--- src/rtl/regfile_mp_if.sv ---
`default_nettype none
// ============================================================================
// Module      : regfile_mp_if
// Description : Bus bundle for the multi-port register file.
//               The master side (issue/writeback stages) drives read
//               addresses, the two write ports and the issue port. The
//               slave side (the register file) returns read data, per-port
//               busy flags, ready and wr_conflict.
// Revision    : 1.0 - initial release
// ============================================================================
interface regfile_mp_if #(
    parameter int XLEN  = 32,
    parameter int NREG  = 32,
    parameter int NREAD = 2
);
    localparam int AW = $clog2(NREG);

    logic [NREAD*AW-1:0]   rd_addr;
    logic [NREAD*XLEN-1:0] rd_data;
    logic [NREAD-1:0]      rd_busy;
    logic                  wa_en;
    logic [AW-1:0]         wa_addr;
    logic [XLEN-1:0]       wa_data;
    logic                  wb_en;
    logic [AW-1:0]         wb_addr;
    logic [XLEN-1:0]       wb_data;
    logic                  iss_en;
    logic [AW-1:0]         iss_addr;
    logic                  ready;
    logic                  wr_conflict;

    modport master (
        output rd_addr, wa_en, wa_addr, wa_data, wb_en, wb_addr, wb_data,
               iss_en, iss_addr,
        input  rd_data, rd_busy, ready, wr_conflict
    );

    modport slave (
        input  rd_addr, wa_en, wa_addr, wa_data, wb_en, wb_addr, wb_data,
               iss_en, iss_addr,
        output rd_data, rd_busy, ready, wr_conflict
    );
endinterface
`default_nettype wire

--- src/rtl/regfile_mp.sv ---
`default_nettype none
// ============================================================================
// Module      : regfile_mp
// Description : Multi-port integer register file with two write ports
//               (B has priority over A), zero-cycle write-to-read bypass,
//               per-register busy scoreboard and a post-reset sequential
//               clear engine (one entry per cycle, no flash clear).
// Ports       : clk  - clock, all state on rising edge
//               rst  - synchronous active-high reset
//               bus  - regfile_mp_if.slave: read ports, write ports A/B,
//                      issue port, ready and wr_conflict
// Revision    : 1.0 - initial release
// ============================================================================
module regfile_mp #(
    parameter int XLEN  = 32,
    parameter int NREG  = 32,
    parameter int NREAD = 2
) (
    input  logic          clk,
    input  logic          rst,
    regfile_mp_if.slave   bus
);
    localparam int AW = $clog2(NREG);

    localparam logic [0:0]    c_st_clear = 1'b0;
    localparam logic [0:0]    c_st_run   = 1'b1;
    localparam logic [AW-1:0] c_last_idx = AW'(NREG - 1);

    logic [0:0]      r_state;
    logic [0:0]      w_state_nxt;
    logic [AW-1:0]   r_cnt;
    logic [XLEN-1:0] r_mem [NREG];
    logic [NREG-1:0] r_busy;
    logic [NREG-1:0] w_busy_nxt;
    logic            r_wr_conflict;
    logic            w_ready;
    logic            w_wa_hit;
    logic            w_wb_hit;
    logic            w_iss_hit;

    // ---------------- FSM: state register ----------------
    always_ff @(posedge clk) begin
        if (rst) begin
            r_state <= c_st_clear;
        end else begin
            r_state <= w_state_nxt;
        end
    end

    // ---------------- FSM: next state ----------------
    always_comb begin
        w_state_nxt = r_state;
        if (r_state == c_st_clear && r_cnt == c_last_idx) begin
            w_state_nxt = c_st_run;
        end
    end

    // ---------------- FSM: outputs ----------------
    // ready comes straight off the state flop, so it is registered.
    always_comb begin
        w_ready = (r_state == c_st_run);
    end

    // Accepted operations: only in RUN and never to register 0.
    assign w_wa_hit  = w_ready & bus.wa_en  & (bus.wa_addr  != '0);
    assign w_wb_hit  = w_ready & bus.wb_en  & (bus.wb_addr  != '0);
    assign w_iss_hit = w_ready & bus.iss_en & (bus.iss_addr != '0);

    // Clear counter: restarts on every reset, walks the array in CLEAR.
    always_ff @(posedge clk) begin
        if (rst) begin
            r_cnt <= '0;
        end else if (r_state == c_st_clear) begin
            r_cnt <= r_cnt + AW'(1);
        end
    end

    // Storage is deliberately not reset; the clear engine zeroes it so the
    // array can map onto RAM. Port B is written last, so on an address
    // collision its value is the one that sticks.
    always_ff @(posedge clk) begin
        if (!rst) begin
            if (r_state == c_st_clear) begin
                r_mem[r_cnt] <= '0;
            end else begin
                if (w_wa_hit) r_mem[bus.wa_addr] <= bus.wa_data;
                if (w_wb_hit) r_mem[bus.wb_addr] <= bus.wb_data;
            end
        end
    end

    // Scoreboard: writes clear, then issue sets, so a same-cycle issue wins.
    always_comb begin
        w_busy_nxt = r_busy;
        if (w_wa_hit)  w_busy_nxt[bus.wa_addr]  = 1'b0;
        if (w_wb_hit)  w_busy_nxt[bus.wb_addr]  = 1'b0;
        if (w_iss_hit) w_busy_nxt[bus.iss_addr] = 1'b1;
    end

    always_ff @(posedge clk) begin
        if (rst) begin
            r_busy        <= '0;
            r_wr_conflict <= 1'b0;
        end else begin
            r_busy        <= w_busy_nxt;
            r_wr_conflict <= w_wa_hit & w_wb_hit & (bus.wa_addr == bus.wb_addr);
        end
    end

    assign bus.ready       = w_ready;
    assign bus.wr_conflict = r_wr_conflict;

    // ---------------- read ports with bypass ----------------
    for (genvar k = 0; k < NREAD; k++) begin : g_rd
        logic [AW-1:0]   w_addr;
        logic            w_active;
        logic            w_wa_match;
        logic            w_wb_match;
        logic [XLEN-1:0] w_data;
        logic            w_busy;

        assign w_addr     = bus.rd_addr[k*AW +: AW];
        assign w_active   = w_ready & (w_addr != '0);
        // The hit terms already imply RUN and a nonzero address.
        assign w_wa_match = w_wa_hit & (bus.wa_addr == w_addr);
        assign w_wb_match = w_wb_hit & (bus.wb_addr == w_addr);

        always_comb begin
            w_data = '0;
            if (w_active) begin
                if (w_wb_match)      w_data = bus.wb_data;
                else if (w_wa_match) w_data = bus.wa_data;
                else                 w_data = r_mem[w_addr];
            end
        end

        // A write landing this cycle resolves the hazard for the reader.
        assign w_busy = w_active & r_busy[w_addr] & ~(w_wa_match | w_wb_match);

        assign bus.rd_data[k*XLEN +: XLEN] = w_data;
        assign bus.rd_busy[k]              = w_busy;
    end

endmodule
`default_nettype wire

--- src/flat_wrapper.sv ---
// flat-port wrapper written by rule: the top's interface ports become plain ports
module regfile_mp_flat 
#(
    parameter int XLEN  = 32,
    parameter int NREG  = 32,
    parameter int NREAD = 2
)
  (clk, rst, bus_rd_addr, bus_wa_en, bus_wa_addr, bus_wa_data, bus_wb_en, bus_wb_addr, bus_wb_data, bus_iss_en, bus_iss_addr, bus_rd_data, bus_rd_busy, bus_ready, bus_wr_conflict);
  regfile_mp_if #(.XLEN(XLEN), .NREG(NREG), .NREAD(NREAD)) bus_i ();
  input  logic clk;
  input  logic rst;
  input wire logic [$bits(bus_i.rd_addr)-1:0] bus_rd_addr;
  input wire logic [$bits(bus_i.wa_en)-1:0] bus_wa_en;
  input wire logic [$bits(bus_i.wa_addr)-1:0] bus_wa_addr;
  input wire logic [$bits(bus_i.wa_data)-1:0] bus_wa_data;
  input wire logic [$bits(bus_i.wb_en)-1:0] bus_wb_en;
  input wire logic [$bits(bus_i.wb_addr)-1:0] bus_wb_addr;
  input wire logic [$bits(bus_i.wb_data)-1:0] bus_wb_data;
  input wire logic [$bits(bus_i.iss_en)-1:0] bus_iss_en;
  input wire logic [$bits(bus_i.iss_addr)-1:0] bus_iss_addr;
  output wire logic [$bits(bus_i.rd_data)-1:0] bus_rd_data;
  output wire logic [$bits(bus_i.rd_busy)-1:0] bus_rd_busy;
  output wire logic [$bits(bus_i.ready)-1:0] bus_ready;
  output wire logic [$bits(bus_i.wr_conflict)-1:0] bus_wr_conflict;
  assign bus_i.rd_addr = bus_rd_addr;
  assign bus_i.wa_en = bus_wa_en;
  assign bus_i.wa_addr = bus_wa_addr;
  assign bus_i.wa_data = bus_wa_data;
  assign bus_i.wb_en = bus_wb_en;
  assign bus_i.wb_addr = bus_wb_addr;
  assign bus_i.wb_data = bus_wb_data;
  assign bus_i.iss_en = bus_iss_en;
  assign bus_i.iss_addr = bus_iss_addr;
  assign bus_rd_data = bus_i.rd_data;
  assign bus_rd_busy = bus_i.rd_busy;
  assign bus_ready = bus_i.ready;
  assign bus_wr_conflict = bus_i.wr_conflict;
  regfile_mp #(.XLEN(XLEN), .NREG(NREG), .NREAD(NREAD)) u_core (.clk(clk), .rst(rst), .bus(bus_i));
endmodule
--- config.mk ---
export PLATFORM = sky130hd
export DESIGN_NAME = regfile_mp_flat
export DESIGN_NICKNAME = d
export VERILOG_FILES = /design/src/rtl/regfile_mp_if.sv /design/src/rtl/regfile_mp.sv /design/src/flat_wrapper.sv
export SDC_FILE = /design/constraint.sdc
export NUM_CORES = 2
export LEC_CHECK = 0
export BUFFER_PORTS_ARGS = -buffer_cell sky130_fd_sc_hd__buf_2
export CORE_UTILIZATION = 30
export CTS_CLUSTER_SIZE = 14
export DETAILED_ROUTE_END_ITERATION = 8
export SLEW_MARGIN = 20
export SYNTH_ARGS = -nofsm -noshare
export SYNTH_HDL_FRONTEND = slang
export SYNTH_SLANG_ARGS = --single-unit
--- constraint.sdc ---
create_clock -name clk -period 3.9 [get_ports clk]
set_clock_uncertainty 0.2 [all_clocks]
set_input_delay 0.195 -clock clk [delete_from_list [all_inputs] [get_ports clk]]
set_output_delay 0.195 -clock clk [all_outputs]
set_load 0.05 [all_outputs]
==> flow_summary.yaml <==
finish:
  syn2layout_area_growth_pct: 14.65
  layout-drive-gt1-share: 0.1521
  final_core_util: 0.3473
  most-common-layout-cells: "nand2_1 (1290), edfxtp_1 (1024), mux2i_1 (763)"
  final_common_cell: "nand2_1"
  nNetsFinal: 6064
hold_path:
  whs_path_depth: 3
  holdCritPathClass: "input port to flip-flop"
  min_from: "bus_wa_data[29]"
  min_delay_worst_endpoint: "u_core.r_mem[0][29]$_DFFE_PP_"
floorplanning:
  fp.dieH_um: 460.2
  ios: 162
  die_w_um: 460.2
  initial_utilization: 0.3030
  core_area_mm2: 0.2079
  row_count: 167
  die_area_mm2: 0.2118
worst_setup_path:
  worstPathRequired_ns: 3.50
  critical-path-top-delay-family: "buffers and inverters"
  start_kind: "input port"
  cp_max_fo: 49
  path_cells: "buf_8, buf_12, mux2i_1, o22ai_1, nor4_1, buf_4, nand3_1, o221ai_1, nand2_1, buf_2"
  r2r-end: "u_core.r_mem[10][20]$_DFFE_PP_"
  worstPathArrival_ns: 3.40
  endpoint_kind: "output pin"
  cp.buffers_inverters: 4
  r2r_cells: 7
  cp_slowest_cell: "nor4_1"
  r2r_slack_ns: 0.67
  r2r-start: "u_core.bus.ready$_SDFFE_PP0P_"
  critPathKind: "input port to output pin"
  crit_path_max_incr_delay_ns: 0.69
yosys:
  synth_area_mm2: 0.06299
  async_flop_share: 0
  syn_inst: 6029
  synth_nets: 6125
  ys_ff_latch: 1063
  synth_cell_types: 66
  yosysSeqAreaShare: 0.5006
  synth-main-ff-cell: "edfxtp_1"
  ys_warn_count: 0
  synth_area_per_cell_um2: 10.45
  synth_edf_count: 1024
sta:
  finalSetupViolations: 0
  slew_headroom: 0.2790
  maxSlewViolCount: 0
  period_share: 0.9723
  rsz0062_at_grt: "no"
  tightest_slew_ns: 1.081
  hold_viol_final: 0
  fmax_mhz: 263.7
  fin_crit_ns: 3.792
  setup_ws_ns: 0.1081
cts:
  clk_pin_slew_ns: 0.06
  cts-hold-fix-buffers: 85
  cts-root-buf: "clkbuf_16"
  htreeDepth: 3
  post-cts-setup-buffer-count: 0
  cts-resized-gates: 0
  clk_path_buf_depth: 3
  clk_latency_ns: 0.72
  cts_num_sinks: 1063
  numCtsBuffers: 106
  cts_tree: "yes"
power:
  p_per_area_mw_per_mm2: 358.6
  leakage_uw: 0.02344
  peakVddDrop_v: 0.0003806
global_routing:
  overflow: 0
  grt_pass1_vias: 49470
  use_met2: 0.3718
  antenna_found_initial: 6
  grt_pass1_wl_um: 349800
  track_usage: 0.2264
  grt_use_met3: 0.03314
  globalRouteMet1Util: 0.2670
  grt_max_degree: 68
  busiest_layer: "met2"
job:
  drv_cap: 0
placement:
  dpl.hpwl_um: 151800
  portBuffers: 161
  finalWeightedCongestion: 0.9238
  place_ws_ns: 0.1623
routing:
  wl_um: 246900
  drc: 0
  wire_per_inst_um: 27.89
  ant_nets: 0
  drtIter0Drc: 6847
  via_count: 51400
  first_pass_iters: 6
  avgViaCountPerCell: 5.806
status:
  outcome: "finished, final reports clean"
==> worst max-delay path by stage <==
| stage | from | to | cells past startpoint |
|---|---|---|---|
| 2_1_floorplan | u_core.bus.ready$_SDFFE_PP0P_ | u_core.r_mem[10][0]$_DFFE_PP_ | 7 |
| 3_3_place_gp | bus_rd_addr[2] | bus_rd_data[10] | 11 |
| 3_5_place_dp | bus_rd_addr[2] | bus_rd_data[10] | 11 |
| 4_1_cts | bus_rd_addr[2] | bus_rd_data[10] | 11 |
| 5_1_grt | u_core.r_mem[22][16]$_DFFE_PP_ | bus_rd_data[48] | 7 |
| 6_report | bus_rd_addr[2] | bus_rd_data[20] | 10 |
==> final cells by class <==
| type | count | area (um2) |
|---|---|---|
| Sequential cell | 1063 | 31530 |
| Inverter | 5 | 18.77 |
| Fill cell | 20290 | 135700 |
| Antenna cell | 4 | 10.01 |
| Multi-Input combinational cell | 4233 | 28710 |
| Clock buffer | 123 | 2738 |
| Clock inverter | 78 | 909.6 |
| Timing Repair Buffer | 559 | 4810 |
| Tap cell | 2788 | 3488 |
==> Yosys cell counts, types with 2 or more instances <==
cell / number / area, um2
and3b_1: 2 / 17.52
xor2_1: 17 / 148.9
xnor2_1: 11 / 96.34
o311ai_0: 2 / 17.52
nor4_1: 63 / 394.1
and2_1: 40 / 250.2
o221ai_1: 30 / 262.8
buf_1: 83 / 311.6
buf_4: 46 / 345.3
nor2b_1: 16 / 100.1
and3_1: 3 / 18.77
o2111ai_1: 32 / 280.3
o211a_1: 2 / 20.02
nand4bb_1: 6 / 67.56
nand3b_1: 5 / 37.54
dfxtp_1: 39 / 780.8
nand2_1: 1314 / 4932
nand2b_1: 41 / 256.5
nand3_1: 86 / 430.4
buf_2: 252 / 1261
a32oi_1: 27 / 236.5
a22oi_1: 35 / 262.8
a21oi_1: 74 / 370.4
clkbuf_1: 300 / 1126
o22ai_1: 279 / 1745
o21ai_0: 682 / 3413
o211ai_1: 33 / 247.7
or4b_1: 2 / 20.02
nor3b_1: 4 / 30.03
a211oi_1: 3 / 22.52
buf_6: 46 / 518.0
ha_1: 2 / 25.02
inv_1: 4 / 15.01
nor3_2: 2 / 20.02
mux2i_1: 763 / 7637
mux4_2: 181 / 4076
nand4b_1: 6 / 52.55
nor3_1: 14 / 70.07
a221oi_1: 4 / 35.03
edfxtp_1: 1024 / 30750
nor2_1: 74 / 277.8
nand4_1: 9 / 56.30
o21ai_1: 346 / 1732
or2_2: 3 / 18.77
==> tightest hold or removal path, delay by kind of cell <==
kind | cells | cell delay, ns
simple gates | 1 | 0.16
buf+inv | 2 | 0.37
==> through the flow <==
step | instance area, um2 | hold WS [ns] | total power [uW] | setup TNS [ns] | instances
3_3_place_gp | 67690 | 0.2721 | 14980 | 0 | 8563
2_1_floorplan | 63130 | 0.2325 | 13990 | -68.00 | 6029
5_1_grt | 72210 | 0.03555 | 26340 | 0 | 8852
3_5_place_dp | 67690 | 0.2780 | 15000 | 0 | 8563
4_1_cts | 72190 | 0.001418 | 25860 | 0 | 8849
6_report | 72210 | 0.02401 | 25890 | 0 | 8853
==> state kept, by name (all words and copies together), names as in the netlist <==
register                cells
u_core.bus.wr_conflict      1
u_core.bus.ready            1
u_core.r_mem             1024
u_core.r_busy              32
u_core.r_cnt                5
==> kinds of logic after synthesis <==
family / share of synthesized area
AND/OR/NAND/NOR: 0.1134
AO/OA/AOI/OAI: 0.1386
adder cells (fa/ha/maj): 0.0003972
flip-flops: 0.5006
buffers and inverters: 0.05693
XOR/XNOR: 0.003893
multiplexers: 0.1862
==> metal layers <==
layer / part of all wire / up-vias / wire length, um
li1: - / 22260 / -
met1: 0.35 / 25070 / 86650
met2: 0.47 / 3320 / 115800
met3: 0.094 / 752 / 23200
met4: 0.086 / 2 / 21250
met5: 0.000053 / - / 13
==> where the power goes <==
group / leakage, uW / internal, uW / total (uW) / switching (uW)
registers: 0.00826 / 12400 / 12400 / 37.9
clock network: 0.00177 / 6200 / 11000 / 4830
logic: 0.0134 / 857 / 2430 / 1570
Power figures use the tool's default switching activity.
